## src/rtl/sprite_rom_arbiter.sv

```systemverilog
// Round-robin arbiter sharing one registered-read sprite ROM among N_REQ pixel requesters.
// It issues one read per cycle, tags each response with the winner's ID and flags out-of-range reads.
module sprite_rom_arbiter #(
    parameter int N_REQ     = 4,
    parameter int ADDR_W    = 19,
    parameter int DATA_W    = 6,
    parameter int MEM_DEPTH = 50176,
    parameter int ROM_LAT   = 1,
    localparam int ID_W     = $clog2(N_REQ)
) (
    input  logic                      Clk,
    input  logic                      Reset,
    input  logic [N_REQ-1:0]          req,
    input  logic [N_REQ*ADDR_W-1:0]   req_addr,
    output logic [N_REQ-1:0]          gnt,
    output logic [ADDR_W-1:0]         rom_addr,
    input  logic [DATA_W-1:0]         rom_data,
    output logic                      rsp_valid,
    output logic [ID_W-1:0]           rsp_id,
    output logic [DATA_W-1:0]         rsp_data,
    output logic                      rsp_err
);

    logic [ID_W-1:0]   rr_ptr_q;
    logic [ID_W-1:0]   rr_ptr_d;
    logic [ID_W-1:0]   win_s;
    logic              win_vld_s;
    logic              issue_s;
    logic              oor_s;
    logic [ADDR_W-1:0] sel_addr_s;

    logic [ROM_LAT-1:0] vld_q;
    logic [ROM_LAT-1:0] err_q;
    logic [ID_W-1:0]    id_q [ROM_LAT];

    function automatic logic [ID_W-1:0] wrap_idx(input logic [ID_W-1:0] base, input int offs);
        int sum;
        sum = int'(base) + offs;
        if (sum >= N_REQ) begin
            sum = sum - N_REQ;
        end else begin
            sum = sum;
        end
        return ID_W'(sum);
    endfunction

    // Winner search starting at the round-robin pointer.
    always_comb begin
        win_vld_s = 1'b0;
        win_s     = '0;
        for (int k = 0; k < N_REQ; k++) begin
            if (!win_vld_s && req[wrap_idx(rr_ptr_q, k)]) begin
                win_vld_s = 1'b1;
                win_s     = wrap_idx(rr_ptr_q, k);
            end else begin
                win_vld_s = win_vld_s;
            end
        end
    end

    // Grant, ROM address and next pointer; Reset suppresses any issue.
    always_comb begin
        issue_s    = win_vld_s && !Reset;
        sel_addr_s = req_addr[int'(win_s)*ADDR_W +: ADDR_W];
        oor_s      = 32'(sel_addr_s) >= 32'(MEM_DEPTH);
        gnt        = '0;
        rom_addr   = '0;
        rr_ptr_d   = rr_ptr_q;
        if (issue_s) begin
            gnt[win_s] = 1'b1;
            rom_addr   = oor_s ? '0 : sel_addr_s;
            rr_ptr_d   = (win_s == ID_W'(N_REQ - 1)) ? '0 : win_s + 1'b1;
        end else begin
            rr_ptr_d   = rr_ptr_q;
        end
    end

    // Pointer and response-tracking pipeline aligned with the ROM read latency.
    always_ff @(posedge Clk) begin
        if (Reset) begin
            rr_ptr_q <= '0;
            vld_q    <= '0;
            err_q    <= '0;
            for (int i = 0; i < ROM_LAT; i++) begin
                id_q[i] <= '0;
            end
        end else begin
            rr_ptr_q <= rr_ptr_d;
            vld_q[0] <= issue_s;
            err_q[0] <= issue_s && oor_s;
            id_q[0]  <= issue_s ? win_s : '0;
            for (int i = 1; i < ROM_LAT; i++) begin
                vld_q[i] <= vld_q[i-1];
                err_q[i] <= err_q[i-1];
                id_q[i]  <= id_q[i-1];
            end
        end
    end

    // ROM data arrives in the same cycle as the tracked tag, so data is gated here.
    always_comb begin
        rsp_valid = vld_q[ROM_LAT-1];
        rsp_id    = id_q[ROM_LAT-1];
        rsp_err   = vld_q[ROM_LAT-1] && err_q[ROM_LAT-1];
        if (vld_q[ROM_LAT-1] && !err_q[ROM_LAT-1]) begin
            rsp_data = rom_data;
        end else begin
            rsp_data = '0;
        end
    end

endmodule

```

## config.mk

```make
export PLATFORM = sky130hd
export DESIGN_NAME = sprite_rom_arbiter
export DESIGN_NICKNAME = d
export VERILOG_FILES = /design/src/rtl/sprite_rom_arbiter.sv
export SDC_FILE = /design/constraint.sdc
export NUM_CORES = 1
export LEC_CHECK = 0
export ABC_CLOCK_PERIOD_IN_PS = 9920
export BUFFER_PORTS_ARGS = -buffer_cell sky130_fd_sc_hd__buf_4
export CORE_AREA = 2 2 79 81
export DETAILED_ROUTE_END_ITERATION = 10
export DIE_AREA = 0 0 81 83
export PLACE_DENSITY = 0.62
export RECOVER_POWER = 25
export SLEW_MARGIN = 15
export SYNTH_ARGS = -nofsm -noshare
export SYNTH_HDL_FRONTEND = slang
export SYNTH_SLANG_ARGS = --single-unit
```

## constraint.sdc

```tcl
create_clock -name Clk -period 9.92 [get_ports Clk]
set_input_delay 1.984 -clock Clk [delete_from_list [all_inputs] [get_ports Clk]]
set_output_delay 1.984 -clock Clk [all_outputs]
set_load 0.005 [all_outputs]
```

==> results.sh <==
export IMPL_finClkSkew_ns=0.00359
export IMPL_synth_top_area_share_pct=8.90
export IMPL_insertion_delay_ns=0.22
export IMPL_cts_resized=0
export IMPL_leakagePower_nw=1.05
export IMPL_vdd_drop_max_uv=56.6
export IMPL_initial_utilization_pct=24.2
export IMPL_slew_headroom_pct=-13.2
export IMPL_cpMaxStageDelayCell="and2_0"
export IMPL_cp_arrival_ns=5.63
export IMPL_netlist_instances=192
export IMPL_vias=1861
export IMPL_sw_frac_of_total_pct=46.2
export IMPL_seqCellArea_sq_um=120
export IMPL_synthTopCellsByArea="a211oi_2 (8.9%), dfxtp_1 (8.5%), nand2_1 (6.9%)"
export IMPL_cts_root_buf="clkbuf_8"
export IMPL_wire_per_inst_um=15.0
export IMPL_path_class="input pin to output port"
export IMPL_rr_startpoint="rr_ptr_q[1]$_SDFFE_PP0P_"
export IMPL_slew_violations=33
export IMPL_r2r_end="err_q$_SDFF_PP0_"
export IMPL_internal_power_w=0.000160
export IMPL_setup_violations=0
export IMPL_antenna_left=0
export IMPL_multi_input_area_sq_mm=0.00116
export IMPL_first_global_vias=1833
export IMPL_seq_area_frac_synth_pct=8.54
export IMPL_critPathMaxFanout=32
export IMPL_post_route_period_util_pct=76.7
export IMPL_clk_pin_slew_worst_paths_ns=0.04
export IMPL_r2r_cells=5
export IMPL_critPathMaxStageDelay_ns=1.34
export IMPL_setup_tns_ns=0
export IMPL_crit_start="req[0]"
export IMPL_drt_total_wl_um=5540
export IMPL_powerDensity_mw_per_mm2=129
export IMPL_cts_tree="yes"
export IMPL_io_buffers=117
export IMPL_ys_types=40
export IMPL_grt_total_usage_pct=16.0
export IMPL_synth_area_per_cell_sq_um=7.32
export IMPL_cp_required_ns=7.94
export IMPL_die_h_um=83
export IMPL_violations="max-capacitance violations, max-slew violations"
export IMPL_drc=0
export IMPL_yosys_area_top_type="a211oi_2"
export IMPL_final_cell_mix="buf_4 (113), nand2_1 (26), nand3_1 (12), a211oi_1 (12)"
export IMPL_place_congestion=0.822
export IMPL_power_frac_comb_pct=75.7
export IMPL_hold_viol_final=0
export IMPL_rrSetupSlack_ns=6.20
export IMPL_crit_chain="clkbuf_1 > nor2b_1 > o21bai_1 > and2_0 > inv_2 > o211ai_1 > nand3_1 > nor3b_1 > buf_4"
export IMPL_fillers=630
export IMPL_yosys_warnings=0
export IMPL_final_common_cell="buf_4"
export IMPL_nets=388
export IMPL_startpoint_type="input pin"
export IMPL_die_area_sq_mm=0.00672
export IMPL_postCtsSetupRepairBufs=0
export IMPL_routed_via_density=5.04
export IMPL_rows=28
export IMPL_status="complete, but fails checks"
export IMPL_seq_power_share_pct=12.0
export IMPL_die_w_um=81
export IMPL_clockBufferDepth=2
export IMPL_clock_power_share_pct=12.3
export IMPL_worst_pin_slew_ns=1.70
export IMPL_grt_ovfl_total=0
export IMPL_grt_max_degree=33
export IMPL_hold_path_class="flop to flop"
export IMPL_dp_final_hpwl_um=4270
export IMPL_core_area_sq_mm=0.00582
export IMPL_endpoint="rom_addr[13]"
export IMPL_htreeDepth=1
export IMPL_rsz0062_at_grt="no"
export IMPL_max_freq_mhz=131
export IMPL_yosys_register_bits=6
export IMPL_antenna_found_initial=0
export IMPL_clock_sinks=6
export IMPL_fin_crit_ns=7.61
export IMPL_hold_ws_ns=0.576
export IMPL_cts_buffers=3
export IMPL_drive_gt1_share_pct=46.3
export IMPL_n_antenna_cell=0
export IMPL_cts_hold_buf=0
export IMPL_syn_area_sq_mm=0.00141
export IMPL_dr_pass1_iters=4
export IMPL_syn_to_final_growth_pct=63.6
export IMPL_cap_violations=1
export IMPL_drt_iter0_markers=118
export IMPL_end_kind="output port"
export IMPL_switchingPower_w=0.000137
export IMPL_io_pins=121
export IMPL_grt_pass1_wl_um=8690
## worst max-delay path, delay by kind of cell
| kind | cells | cell delay (ns) |
|---|---|---|
| simple gates | 4 | 2.60 |
| compound gates | 2 | 0.56 |
| buf+inv | 3 | 0.47 |
## registers in the layout (all words and copies together) (netlist names)
register / cells
rr_ptr_q: 2
rsp_valid: 1
err_q: 1
id_q: 2
## cell type report
class / instances / share of cell area [%]
timing repair buffer: 118 / 38.2
sequential: 6 / 5.22
clock buffer: 3 / 1.79
tap: 75 / 4.08
multi-input combinational: 165 / 50.4
inverter: 2 / 0.326
## per-layer routing
| metal | global-route usage [%] | vias to the layer above | wire length (um) |
|---|---|---|---|
| li1 | - | 938 | - |
| met1 | 20.4 | 830 | 2370 |
| met2 | 27.4 | 85 | 2710 |
| met3 | 2.17 | 8 | 362 |
| met4 | 4.93 | 0 | 89 |
| met5 | 0 | - | 0 |
## through the flow
| stage | area, sq um | util, % | power (W) | setup slack (ns) | instances |
|---|---|---|---|---|---|
| after floorplan | 1410 | - | 0.000190 | 3.92 | 194 |
| after global routing | 2300 | 39.6 | 0.000324 | 1.90 | 369 |
| final | 2300 | 39.6 | 0.000297 | 2.31 | 369 |
| after detailed placement | 2270 | 39.0 | 0.000260 | 2.71 | 366 |
| after global placement | 2270 | 39.0 | 0.000257 | 2.78 | 366 |
| after CTS | 2310 | 39.7 | 0.000298 | 2.72 | 369 |
## cells in the mapped netlist, drive strengths merged
library cell and number:
buf 10, a21bo 5, o211ai 2, mux2 1, clkbuf 11, a21boi 1
nor3b 9, a31o 11, mux2i 1, a221oi 5, nor2 6, inv 2
nor2b 5, and3 11, a22oi 1, o21ai 1, o211a 1, nand3 13
conb 1, a211oi 22, nor4 6, or3 2, or4b 1, o21bai 1
ha 4, a32o 1, nand2 27, and2 12, a32oi 5, or4 2
dfxtp 6, nor3 4, a211o 2
## worst min path at each step
stage,start,to,slack [ns],cells after the start
2_1_floorplan,rr_ptr_q[0]$_SDFFE_PP0P_,rr_ptr_q[0]$_SDFFE_PP0P_,0.52,2
4_1_cts,rr_ptr_q[0]$_SDFFE_PP0P_,rr_ptr_q[0]$_SDFFE_PP0P_,0.58,2
3_3_place_gp,rr_ptr_q[0]$_SDFFE_PP0P_,rr_ptr_q[0]$_SDFFE_PP0P_,0.58,2
6_report,rr_ptr_q[0]$_SDFFE_PP0P_,rr_ptr_q[0]$_SDFFE_PP0P_,0.58,2
3_5_place_dp,rr_ptr_q[0]$_SDFFE_PP0P_,rr_ptr_q[0]$_SDFFE_PP0P_,0.57,2
5_1_grt,rr_ptr_q[0]$_SDFFE_PP0P_,rr_ptr_q[0]$_SDFFE_PP0P_,0.62,2
## power by group through the flow
| stage | combinational [W] | clock (W) | sequential (W) |
|---|---|---|---|
| global route | 0.000248 | 0.0000395 | 0.0000369 |
| finish | 0.000225 | 0.0000365 | 0.0000354 |
| CTS | 0.000225 | 0.0000372 | 0.0000354 |
| global placement | 0.000221 | 0 | 0.0000357 |
| detailed placement | 0.000224 | 0 | 0.0000358 |
| floorplan | 0.000157 | 0 | 0.0000325 |
## logic make-up (layout without fill, tap and decap cells)
group	Yosys count	after routing	share of synthesized area, %
multiplexers	2	2	1.51
other	1	3	0.267
flip-flops	6	6	8.54
AO/OA/AOI/OAI	58	58	37.6
adder cells (fa/ha/maj)	4	4	3.56
AND/OR/NAND/NOR	98	98	39.1
buffers and inverters	23	123	9.43
Note: power is estimated with default switching activity, not from simulation.
